**src/rtl/cntry_vehicle_detector_if.sv**
```systemverilog
// Bus between the country-road detector and its surroundings.
//   master : sensor/controller side; drives arrive_raw, depart_raw, cntry
//            and observes X, queue_cnt, overflow, timeout.
//   slave  : the detector itself.
// Ports carried:
//   arrive_raw / depart_raw : raw asynchronous loop-sensor levels
//   cntry                   : country light (0 RED, 1 YELLOW, 2 GREEN, 3 RED)
//   X                       : car-present request to the controller
//   queue_cnt               : queued car count
//   overflow                : sticky lost-arrival flag
//   timeout                 : one-cycle pulse on max-green expiry
interface cntry_vehicle_detector_if #(
  parameter int CNT_W = 4
);
  logic             arrive_raw;
  logic             depart_raw;
  logic [1:0]       cntry;
  logic             X;
  logic [CNT_W-1:0] queue_cnt;
  logic             overflow;
  logic             timeout;

  modport master (
    output arrive_raw, depart_raw, cntry,
    input  X, queue_cnt, overflow, timeout
  );

  modport slave (
    input  arrive_raw, depart_raw, cntry,
    output X, queue_cnt, overflow, timeout
  );
endinterface

```
**src/rtl/cntry_vehicle_detector.sv**
```systemverilog
// Country-road vehicle detector: conditions two loop sensors (2-flop sync +
// debounce + rising-edge event), keeps a saturating queue of waiting cars and
// raises the request X toward the traffic controller. X is dropped when the
// queue drains or after MAX_GREEN cycles of green so the highway is never
// starved.
// Ports:
//   clock : system clock, posedge
//   clear : synchronous active-low reset
//   bus   : slave side of cntry_vehicle_detector_if (sensors, light, X,
//           queue_cnt, overflow, timeout)
module cntry_vehicle_detector #(
  parameter int DEBOUNCE  = 3,
  parameter int CNT_W     = 4,
  parameter int MAX_GREEN = 8
) (
  input  logic                     clock,
  input  logic                     clear,
  cntry_vehicle_detector_if.slave  bus
);

  localparam int DW = (DEBOUNCE > 1) ? $clog2(DEBOUNCE) : 1;
  localparam int TW = $clog2(MAX_GREEN + 1);

  // Channel 0 = arrival sensor, channel 1 = departure sensor.
  logic [1:0]    s1, s2, filt, filt_d;
  logic [DW-1:0] dcnt [2];
  logic [1:0]    rise;

  always_ff @(posedge clock) begin
    if (!clear) begin
      s1     <= '0;
      s2     <= '0;
      filt   <= '0;
      filt_d <= '0;
      for (int i = 0; i < 2; i++) dcnt[i] <= '0;
    end else begin
      s1     <= {bus.depart_raw, bus.arrive_raw};
      s2     <= s1;
      filt_d <= filt;
      for (int i = 0; i < 2; i++) begin
        // Count consecutive samples that disagree with the filtered level;
        // the DEBOUNCE-th one flips the level and restarts the count.
        if (s2[i] == filt[i])
          dcnt[i] <= '0;
        else if (dcnt[i] == DW'(DEBOUNCE - 1)) begin
          filt[i] <= s2[i];
          dcnt[i] <= '0;
        end else
          dcnt[i] <= dcnt[i] + 1'b1;
      end
    end
  end

  assign rise = filt & ~filt_d;

  // ---------------- queue ----------------
  logic [CNT_W-1:0] qcnt;
  logic             ovf;
  logic             arr_ev, dep_ok, light_go;

  assign arr_ev   = rise[0];
  assign light_go = (bus.cntry == 2'd1) || (bus.cntry == 2'd2);
  // A departure only counts while the light lets cars through and there is
  // someone to leave; otherwise it is noise from the sensor.
  assign dep_ok   = rise[1] && light_go && (qcnt != '0);

  always_ff @(posedge clock) begin
    if (!clear) begin
      qcnt <= '0;
      ovf  <= 1'b0;
    end else if (arr_ev && !dep_ok) begin
      if (qcnt == '1) ovf  <= 1'b1;
      else            qcnt <= qcnt + 1'b1;
    end else if (dep_ok && !arr_ev) begin
      qcnt <= qcnt - 1'b1;
    end
  end

  // ---------------- request FSM ----------------
  typedef enum logic [1:0] {
    S_IDLE    = 2'd0,
    S_REQ     = 2'd1,
    S_SERVE   = 2'd2,
    S_RELEASE = 2'd3
  } state_t;

  state_t        state, state_n;
  logic [TW-1:0] timer, timer_n;
  logic          to_q, to_n;
  logic          x_q, x_n;
  logic          light_red;

  assign light_red = (bus.cntry == 2'd0) || (bus.cntry == 2'd3);

  always_ff @(posedge clock) begin
    if (!clear) begin
      state <= S_IDLE;
      timer <= '0;
      to_q  <= 1'b0;
      x_q   <= 1'b0;
    end else begin
      state <= state_n;
      timer <= timer_n;
      to_q  <= to_n;
      x_q   <= x_n;
    end
  end

  always_comb begin
    state_n = state;
    timer_n = timer;
    to_n    = 1'b0;
    case (state)
      S_IDLE:
        if (qcnt != '0) state_n = S_REQ;
      S_REQ:
        if (bus.cntry == 2'd2) begin
          state_n = S_SERVE;
          timer_n = '0;
        end
      S_SERVE: begin
        timer_n = timer + 1'b1;
        // Drained queue wins over a coincident expiry: no timeout pulse.
        if (qcnt == '0)
          state_n = S_RELEASE;
        else if (timer == TW'(MAX_GREEN - 1)) begin
          state_n = S_RELEASE;
          to_n    = 1'b1;
        end
      end
      S_RELEASE:
        // Wait for the controller to finish its cycle before re-requesting.
        if (light_red) state_n = (qcnt != '0) ? S_REQ : S_IDLE;
      default:
        state_n = S_IDLE;
    endcase
    // X registered alongside the state so it is a clean Moore output.
    x_n = (state_n == S_REQ) || (state_n == S_SERVE);
  end

  assign bus.X         = x_q;
  assign bus.queue_cnt = qcnt;
  assign bus.overflow  = ovf;
  assign bus.timeout   = to_q;

endmodule

```
**src/flat_wrapper.sv**
```systemverilog
// flat-port wrapper written by rule: the top's interface ports become plain ports
module cntry_vehicle_detector_flat 
#(
  parameter int DEBOUNCE  = 3,
  parameter int CNT_W     = 4,
  parameter int MAX_GREEN = 8
)
  (clock, clear, bus_arrive_raw, bus_depart_raw, bus_cntry, bus_X, bus_queue_cnt, bus_overflow, bus_timeout);
  cntry_vehicle_detector_if #(.CNT_W(CNT_W)) bus_i ();
  input  logic clock;
  input  logic clear;
  input wire logic [$bits(bus_i.arrive_raw)-1:0] bus_arrive_raw;
  input wire logic [$bits(bus_i.depart_raw)-1:0] bus_depart_raw;
  input wire logic [$bits(bus_i.cntry)-1:0] bus_cntry;
  output wire logic [$bits(bus_i.X)-1:0] bus_X;
  output wire logic [$bits(bus_i.queue_cnt)-1:0] bus_queue_cnt;
  output wire logic [$bits(bus_i.overflow)-1:0] bus_overflow;
  output wire logic [$bits(bus_i.timeout)-1:0] bus_timeout;
  assign bus_i.arrive_raw = bus_arrive_raw;
  assign bus_i.depart_raw = bus_depart_raw;
  assign bus_i.cntry = bus_cntry;
  assign bus_X = bus_i.X;
  assign bus_queue_cnt = bus_i.queue_cnt;
  assign bus_overflow = bus_i.overflow;
  assign bus_timeout = bus_i.timeout;
  cntry_vehicle_detector #(.DEBOUNCE(DEBOUNCE), .CNT_W(CNT_W), .MAX_GREEN(MAX_GREEN)) u_core (.clock(clock), .clear(clear), .bus(bus_i));
endmodule
```
**config.mk**
```make
export PLATFORM = sky130hd
export DESIGN_NAME = cntry_vehicle_detector_flat
export DESIGN_NICKNAME = d
export VERILOG_FILES = /design/src/rtl/cntry_vehicle_detector_if.sv /design/src/rtl/cntry_vehicle_detector.sv /design/src/flat_wrapper.sv
export SDC_FILE = /design/constraint.sdc
export NUM_CORES = 1
export LEC_CHECK = 0
export BUFFER_PORTS_ARGS = -buffer_cell sky130_fd_sc_hd__buf_2
export CAP_MARGIN = 10
export CORE_ASPECT_RATIO = 1.5
export CORE_UTILIZATION = 40
export DETAILED_ROUTE_END_ITERATION = 6
export GPL_TIMING_DRIVEN = 0
export PLACE_DENSITY_LB_ADDON = 0.3
export RECOVER_POWER = 50
export SYNTH_ARGS = -nofsm -noshare
export SYNTH_HDL_FRONTEND = slang
export SYNTH_SLANG_ARGS = --single-unit
```
**constraint.sdc**
```tcl
create_clock -name clock -period 3.3 [get_ports clock]
set_input_delay 0.66 -clock clock [delete_from_list [all_inputs] [get_ports clock]]
set_output_delay 0.66 -clock clock [all_outputs]
set_load 0.01 [all_outputs]
```
==> results of run 1 <==
[placed cells by master (no fill, tap or decap), drive strengths merged, types with 2 or more instances in the layout]
cell,instances
nor2b,6
a21oi,4
edfxtp,4
xor2,2
o21ai,5
nand4,3
nand3,2
nand2,9
dfxtp,21
a21boi,3
nor2,11
mux2i,5
conb,4
and2,7
o221ai,2
ha,6
o21a,2
inv,3
buf,11
nand3b,3
clkbuf,8
xnor2,2
nor3,3
[path summary, 6_finish.rpt]
path / cells after the start / end / from / slack (ns)
worst min-delay path: 1 / u_core.s2[1] / u_core.s1[1] / 0.44
worst min register to register: 1 / u_core.s2[1] / u_core.s1[1] / 0.44
worst max register to register: 7 / u_core.bus.queue_cnt[3] / u_core.bus.queue_cnt[0] / 1.01
worst max-delay path: 10 / u_core.bus.queue_cnt[3] / bus_cntry[0] / 0.59
[kinds of logic after synthesis]
kind of cell | Yosys count
AOI/OAI and AO/OA | 21
xor gates and xnor gates | 4
adders and majority gates | 7
buffers and inverters | 7
DFF | 25
muxes | 5
other | 1
and+or+nand+nor | 50
[power breakdown]
part / internal [W] / switching, W / total [W]
clock network: 0.0000856 / 0.0000981 / 0.000184
registers: 0.000319 / 0.00000543 / 0.000324
logic: 0.0000228 / 0.0000286 / 0.0000514
total: 0.000427 / 0.000132 / 0.000559
[metrics by stage]
stage	cells	util (%)	hold WS (ns)	power, W
2_1_floorplan	123	-	0.412	0.000369
3_5_place_dp	172	47.5	0.419	0.000384
6_report	176	49.2	0.441	0.000559
3_3_place_gp	172	47.5	0.417	0.000381
4_1_cts	176	49.2	0.441	0.000566
5_1_grt	176	49.2	0.484	0.000589
[registers in the layout, indices dropped and copies added (netlist names)]
name,flops
u_core.bus.queue_cnt,4
u_core.dcnt,4
u_core.filt,2
u_core.state,2
u_core.filt_d,2
u_core.bus.X,1
u_core.bus.timeout,1
u_core.timer,4
u_core.s2,2
u_core.bus.overflow,1
u_core.s1,2
[final cells by class]
cell class	instances	area share (%)
Clock inverter	1	0.552
Tap cell	37	3.41
Buffer	4	1.10
Clock buffer	3	3.04
Timing Repair Buffer	12	4.33
Multi-Input combinational cell	91	47.0
Sequential cell	25	39.8
Inverter	3	0.829
[routing by layer]
layer  track usage (%)  routed length [µm]  up-vias
li1                  -                   -      460
met1              17.3                 887      418
met2              24.0                1020       15
met3              2.34                  55        5
met4              9.93                  53        0
met5                 0                   0        -
[Yosys cell counts, types with 3 or more instances]
library cell	instances
dfxtp_1	21
nor2_1	11
nand2_1	9
and2_1	6
ha_1	6
nor2b_1	6
mux2i_1	5
a21oi_1	4
clkbuf_1	4
edfxtp_1	4
inv_1	3
nand3b_1	3
nand4_1	3
o21ai_0	3
==> flow_summary.json, run 1 <==
{
  "status": "completed",
  "synth-seq-cells": 25,
  "drcViolationCount": 0,
  "multi_input_comb_area_um2": 638,
  "syn_avg_cell_area_um2": 9.95,
  "final_area_um2": 1360,
  "fin_crit_sh_pct": 82.0,
  "htree_levels": 1,
  "routed_via_density": 5.10,
  "maxSlewViolCount": 0,
  "ant_nets": 0,
  "initial_core_util_pct": 43.2,
  "grt_pass1_wl_um": 3330,
  "cp_num_buf_inv": 2,
  "setup_viol": 0,
  "vias": 898,
  "netlist_instances": 120,
  "cp.arrival_ns": 2.85,
  "cts_made_buffers": 3,
  "clkTransAtPathRegs_ns": 0.09,
  "hold_buffers": 0,
  "cts_setup_buffers": 0,
  "synth_fa_ha_area_share_pct": 7.97,
  "dieArea_um2": 3210,
  "area_growth_pct": 13.8,
  "firstDrtPassIters": 4,
  "required_ns": 3.44,
  "path_common_cell": "ha_1",
  "max_clock_freq_mhz": 370,
  "finalClockSkew_ns": 0.00585,
  "tritoncts": "yes",
  "crit_family": "compound AO/OA/AOI/OAI gates",
  "placed_area_um2": 1310,
  "power.leakage_nw": 0.559,
  "cp-end-kind": "flop",
  "cts_buffer_depth": 2,
  "netlist.top_cell.by_area": "dfxtp_1",
  "regArea_um2": 541,
  "synth_top_flop_cell": "dfxtp_1",
  "period_minus_slack_ns": 2.71,
  "clock-sinks": 25,
  "slowest_delay_ns": 0.43,
  "ctsResizeCount": 0,
  "worst-setup-path-type": "in2reg",
  "netlist-cell-type-count": 38,
  "hold_class": "reg2reg",
  "rsz0062_at_grt": "false",
  "overflow": 0,
  "core_um2": 2760,
  "pre_cts_ws_ns": 0.273,
  "nNetsFinal": 153,
  "hold_viol": 0,
  "grt_max_degree": 16,
  "critPathLaunchType": "input pin",
  "fin_ws_ns": 0.595,
  "crit_fanout": 4,
  "setup_tns_ns": 0,
  "synth_top_family_by_area": "simple AND/OR/NAND/NOR gates",
  "wl_per_cell_um": 11.5,
  "synth_simple_gate_area_share_pct": 24.3,
  "first_iter_violations": 14,
  "die_w_um": 46.6,
  "ir_drop_uv": 254,
  "place.gp.congestion": 0.715,
  "ys_warn_count": 0,
  "worstSkewPairLatency_ns": 0.27,
  "wl_um": 2020,
  "drive_gt1_share_pct": 14.4,
  "netlist.area_leader.share_pct": 35.2,
  "crit_slowest_cell": "or3b_4",
  "synth_area_um2": 1190,
  "synth-xor-area-share_pct": 2.94,
  "synth-edff-count": 4,
  "dp_hpwl_um": 1550,
  "pin_count": 13,
  "power_density_nw_per_um2": 412,
  "grt_util_all_layers_pct": 14.8,
  "crit_chain": "buf_2 > inv_1 > ha_1 > or3b_4 > o21ai_1 > ha_1 > a21oi_1 > a21boi_0 > mux2i_1 > o311ai_1",
  "antenna_cells": 0,
  "synth_compound_area_share_pct": 12.8,
  "row_count": 23,
  "muxShareOfSynthArea_pct": 4.19,
  "ys_seq_area_share_pct": 45.3,
  "port_buffers": 12,
  "async_flop_share_pct": 0,
  "antenna_found_initial": 0,
  "maxCapViolCount": 0,
  "fp.dieH_um": 68.9,
  "grt_pass1_vias": 787,
  "nFillCells": 286,
  "cts_root_buffer": "clkbuf_8",
  "synthTopCellsByArea": "dfxtp_1 (35%), edfxtp_1 (10%), ha_1 (6.3%), mux2i_1 (4.2%), nor2_1 (3.5%)"
}
Power figures use the tool's default switching activity.
==> inputs of run 2 (changes only) <==
==> constraint.sdc (replaced) <==
create_clock -name clock -period 2.3 [get_ports clock]
set_input_delay 0.46 -clock clock [delete_from_list [all_inputs] [get_ports clock]]
set_output_delay 0.46 -clock clock [all_outputs]
set_load 0.01 [all_outputs]
==> run 2 against run 1 <==
Worst setup slack got worse by 0.49 ns. Die area unchanged. Critical endpoint unchanged. Clock power increased by 42%. Non-clock buffer count increased by 1. Wire length rose by 0.94%. Highest routed layer unchanged. Sequential cell count unchanged.
==> flow_summary.json, run 2 (synthesis gave the netlist of run 1 again) <==
{
  "hold_path_depth": 2,
  "die_w_um": 46.6,
  "cts_buffer_depth": 2,
  "first_iter_violations": 13,
  "placed_area_um2": 1330,
  "dieArea_um2": 3210,
  "grt_max_degree": 16,
  "tritoncts": "yes",
  "port_buffers": 12,
  "maxCapViolCount": 0,
  "overflow": 0,
  "area_growth_pct": 17.5,
  "rr_endpoint": "u_core.bus.queue_cnt[3]",
  "hold_viol": 0,
  "drive_gt1_share_pct": 15.7,
  "worstSkewPairLatency_ns": 0.27,
  "initial_core_util_pct": 43.2,
  "fp.dieH_um": 68.9,
  "power_density_nw_per_um2": 574,
  "switching_share_pct": 23.7,
  "grt_pass1_wl_um": 3410,
  "crit_fanout": 4,
  "seq_power_share_pct": 57.8,
  "stdcell_count": 177,
  "row_count": 23,
  "vias": 906,
  "rrSetupSlack_ns": 0.17,
  "placed_cells": 172,
  "wl_per_cell_um": 11.5,
  "htree_levels": 1,
  "pwr-share-clk_pct": 32.6,
  "r2r-start": "u_core.bus.queue_cnt[0]",
  "antenna_found_initial": 0,
  "hold_class": "in2reg",
  "grt_util_all_layers_pct": 14.7,
  "layout_common_cells": "dfxtp_1 (21), nor2_1 (11), nand2_1 (9), clkbuf_1 (8), buf_2 (8)",
  "clkTransAtPathRegs_ns": 0.09,
  "wl_um": 2040,
  "r2r_cells": 8,
  "power.leakage_nw": 0.558,
  "cp-end-kind": "flop",
  "p_comb_share_pct": 9.6,
  "antenna_cells": 0,
  "max_clock_freq_mhz": 456,
  "hold_start": "bus_depart_raw",
  "dp_hpwl_um": 1570,
  "clock-sinks": 25,
  "final_common_cell": "dfxtp_1",
  "routed_via_density": 5.12,
  "nNetsFinal": 154,
  "place.gp.congestion": 0.683,
  "final_area_um2": 1400,
  "cp.arrival_ns": 2.34,
  "fin_ws_ns": 0.107,
  "pin_count": 13,
  "switchingPower_w": 0.000191,
  "worst-setup-path-type": "in2reg",
  "cts_made_buffers": 3,
  "cts_root_buffer": "clkbuf_8",
  "p_int_w": 0.000615,
  "total_power_w": 0.000806,
  "core_um2": 2760,
  "fin_crit_sh_pct": 95.4,
  "hold_path_end": "u_core.s1[1]",
  "grt_pass1_vias": 813,
  "maxSlewViolCount": 0,
  "ant_nets": 0,
  "required_ns": 2.44,
  "firstDrtPassIters": 4,
  "setup_viol": 0,
  "critPathLaunchType": "input pin",
  "drcViolationCount": 0,
  "pre_cts_ws_ns": -0.225,
  "status": "completed",
  "period_minus_slack_ns": 2.19,
  "finalClockSkew_ns": 0.00302,
  "ir_drop_uv": 316
}
## run 2: cell type report
class | count | area [µm²]
clock inverters | 1 | 7.51
inverters | 3 | 11.3
flip-flops and latches | 25 | 541
plain buffers | 4 | 15.0
well taps | 37 | 46.3
repair buffers | 13 | 62.6
fillers | 289 | 1360
clock buffers | 3 | 41.3
multi-input cells | 91 | 678
## run 2: through the flow
| step | utilization (%) | TNS [ns] | hold WS (ns) |
|---|---|---|---|
| floorplan | - | 0 | 0.412 |
| global placement | 48.0 | -0.166 | 0.415 |
| detailed placement | 48.0 | -0.267 | 0.429 |
| CTS | 49.8 | 0 | 0.392 |
| global route | 50.8 | -0.0134 | 0.394 |
| finish | 50.8 | 0 | 0.394 |
## run 2: power by group through the flow
stage               combinational (W)  sequential [W]  clock (W)
floorplan                   0.0000548        0.000476          0
global placement            0.0000731        0.000475          0
detailed placement          0.0000752        0.000476          0
CTS                         0.0000757        0.000466   0.000263
global route                0.0000882        0.000468   0.000288
finish                      0.0000774        0.000466   0.000262
## run 2: worst max path at each step
stage,end,start,cells past startpoint
after global routing,u_core.bus.queue_cnt[3],u_core.bus.queue_cnt[0],8
final,u_core.bus.queue_cnt[3],bus_cntry[0],11
after CTS,u_core.bus.queue_cnt[3],bus_cntry[0],10
after global placement,u_core.bus.queue_cnt[3],bus_cntry[0],10
after floorplan,u_core.bus.queue_cnt[3],bus_cntry[0],9
after detailed placement,u_core.bus.queue_cnt[3],bus_cntry[0],10
## run 2: routing by layer
layer  global-route usage [%]  share of wire, %
met1                     17.1                43
met2                     25.3                53
met3                     2.34               2.8
met4                     6.62               1.4
met5                        0                 0
## run 2: timing repair
action | in CTS | in global routing
resized for setup | 0 | 4
hold buffers | 0 | 0
setup buffers | 0 | 1
endpoints found under the setup margin | 0 | 1
## run 2: worst max-delay path, stage by stage
cell and delay [ns]:
buf_2 0.07, inv_1 0.03, ha_1 0.30, or3b_4 0.42, o21ai_4 0.23, buf_4 0.15
ha_1 0.22, nand3_2 0.10, a21boi_0 0.08, mux2i_1 0.16, o311ai_1 0.11
==> inputs of run 3 (changes only) <==
--- a/config.mk
+++ b/config.mk
@@ -12,7 +12,7 @@
 export DETAILED_ROUTE_END_ITERATION = 6
 export GPL_TIMING_DRIVEN = 0
 export PLACE_DENSITY_LB_ADDON = 0.3
-export RECOVER_POWER = 50
+export RECOVER_POWER = 25
 export SYNTH_ARGS = -nofsm -noshare
 export SYNTH_HDL_FRONTEND = slang
 export SYNTH_SLANG_ARGS = --single-unit
==> run 3 against run 2 <==
Clock-buffer cell count did not move. Critical endpoint unchanged. Critical path depth did not move. Combinational power rose by 0.6%. Die area did not move. Sequential share of layout area fell by 0.10 points. First-iteration DRC count did not move. Final area rose by 0.27%. Via count did not move.
==> flow_summary.json, run 3 (synthesis gave the netlist of run 1 again) <==
{
  "status": "completed",
  "first_iter_violations": 13,
  "tritoncts": "yes",
  "row_count": 23,
  "crit_family": "adder cells",
  "cp.arrival_ns": 2.34,
  "vias": 906,
  "crit_fanout": 4,
  "worstSkewPairLatency_ns": 0.27,
  "nNetsFinal": 154,
  "grt_max_degree": 16,
  "die_w_um": 46.6,
  "pin_count": 13,
  "required_ns": 2.44,
  "worst-setup-path-type": "in2reg",
  "cts_root_buffer": "clkbuf_8",
  "path_common_cell": "ha_1",
  "area_growth_pct": 17.8,
  "slowest_delay_ns": 0.42,
  "routed_via_density": 5.12,
  "power_density_nw_per_um2": 573,
  "maxCapViolCount": 0,
  "port_buffers": 12,
  "setup_tns_ns": 0,
  "crit_chain": "buf_2 > inv_1 > ha_1 > or3b_4 > o21ai_4 > buf_4 > ha_1 > nand3_2 > a21boi_0 > mux2i_1 > o311ai_1",
  "antenna_found_initial": 0,
  "final_area_um2": 1410,
  "power.leakage_nw": 0.571,
  "maxSlewViolCount": 0,
  "layout_common_cells": "dfxtp_1 (21), nor2_1 (11), buf_2 (11), nand2_1 (9), nor2b_1 (6)",
  "dp_hpwl_um": 1570,
  "dieArea_um2": 3210,
  "clkTransAtPathRegs_ns": 0.09,
  "drcViolationCount": 0,
  "initial_core_util_pct": 43.2,
  "place.gp.congestion": 0.683,
  "placed_area_um2": 1330,
  "grt_pass1_vias": 813,
  "finalClockSkew_ns": 0.00302,
  "fp.dieH_um": 68.9,
  "fin_crit_sh_pct": 95.4,
  "ir_drop_uv": 317,
  "hold_viol": 0,
  "wl_per_cell_um": 11.5,
  "setup_viol": 0,
  "htree_levels": 1,
  "ant_nets": 0,
  "cts_buffer_depth": 2,
  "hold_class": "in2reg",
  "period_minus_slack_ns": 2.19,
  "clock-sinks": 25,
  "firstDrtPassIters": 4,
  "grt_util_all_layers_pct": 14.7,
  "cp-end-kind": "flop",
  "core_um2": 2760,
  "antenna_cells": 0,
  "grt_pass1_wl_um": 3410,
  "drive_gt1_share_pct": 17.9,
  "critPathLaunchType": "input pin",
  "cp_num_buf_inv": 3,
  "max_clock_freq_mhz": 456,
  "crit_slowest_cell": "or3b_4",
  "wl_um": 2030,
  "overflow": 0,
  "cts_made_buffers": 3,
  "final_common_cell": "dfxtp_1"
}
==> run 3: cell types whose count changed in the layout (fill, tap and decap cells not counted), sizes merged <==
cell	delta
clkbuf	-3
buf	+3
==> run 3: cell type report <==
type	instances	area (µm²)
fill	291	1360
multi-input combinational	91	678
sequential	25	541
timing repair buffer	13	66.3
tap	37	46.3
clock buffer	3	41.3
buffer	4	15.0
inverter	3	11.3
clock inverter	1	7.51
==> run 3: final timing paths <==
| kind | startpoint | endpoint | slack, ns | cells past startpoint |
|---|---|---|---|---|
| hold reg to reg | u_core.s1[0] | u_core.s2[0] | 0.45 | 1 |
| hold / removal | bus_depart_raw | u_core.s1[1] | 0.39 | 2 |
| setup reg to reg | u_core.bus.queue_cnt[0] | u_core.bus.queue_cnt[3] | 0.17 | 8 |
| setup / recovery | bus_cntry[0] | u_core.bus.queue_cnt[3] | 0.11 | 11 |
==> run 3: power breakdown <==
group	switching (W)	internal, W	total, W
Clock	0.000140	0.000123	0.000262
Combinational	0.0000425	0.0000354	0.0000779
Sequential	0.00000826	0.000457	0.000466
Total	0.000190	0.000616	0.000806
==> run 3: per-stage QoR <==
stage / setup slack, ns / hold WS (ns) / instances / util [%] / total power, W
after global routing: -0.0134 / 0.394 / 177 / 50.9 / 0.000845
after detailed placement: -0.225 / 0.429 / 172 / 48.0 / 0.000551
after CTS: 0.0486 / 0.392 / 176 / 49.8 / 0.000805
after global placement: -0.166 / 0.415 / 172 / 48.0 / 0.000548
after floorplan: 0.0136 / 0.412 / 123 / - / 0.000531
final: 0.107 / 0.391 / 177 / 50.9 / 0.000806
==> run 3: per-layer routing <==
metal / up-vias / routed length, µm / global-route usage [%]
met5: - / 0 / 0
met4: 0 / 28 / 6.62
met3: 4 / 56 / 2.34
met2: 15 / 1070 / 25.3
met1: 424 / 877 / 17.1
li1: 463 / - / -
==> run 3: what timing repair did <==
action                     in CTS  in global routing
hold buffers                    0                  0
resized for setup               0                  4
setup buffers                   0                  1
setup endpoints to repair       0                  1
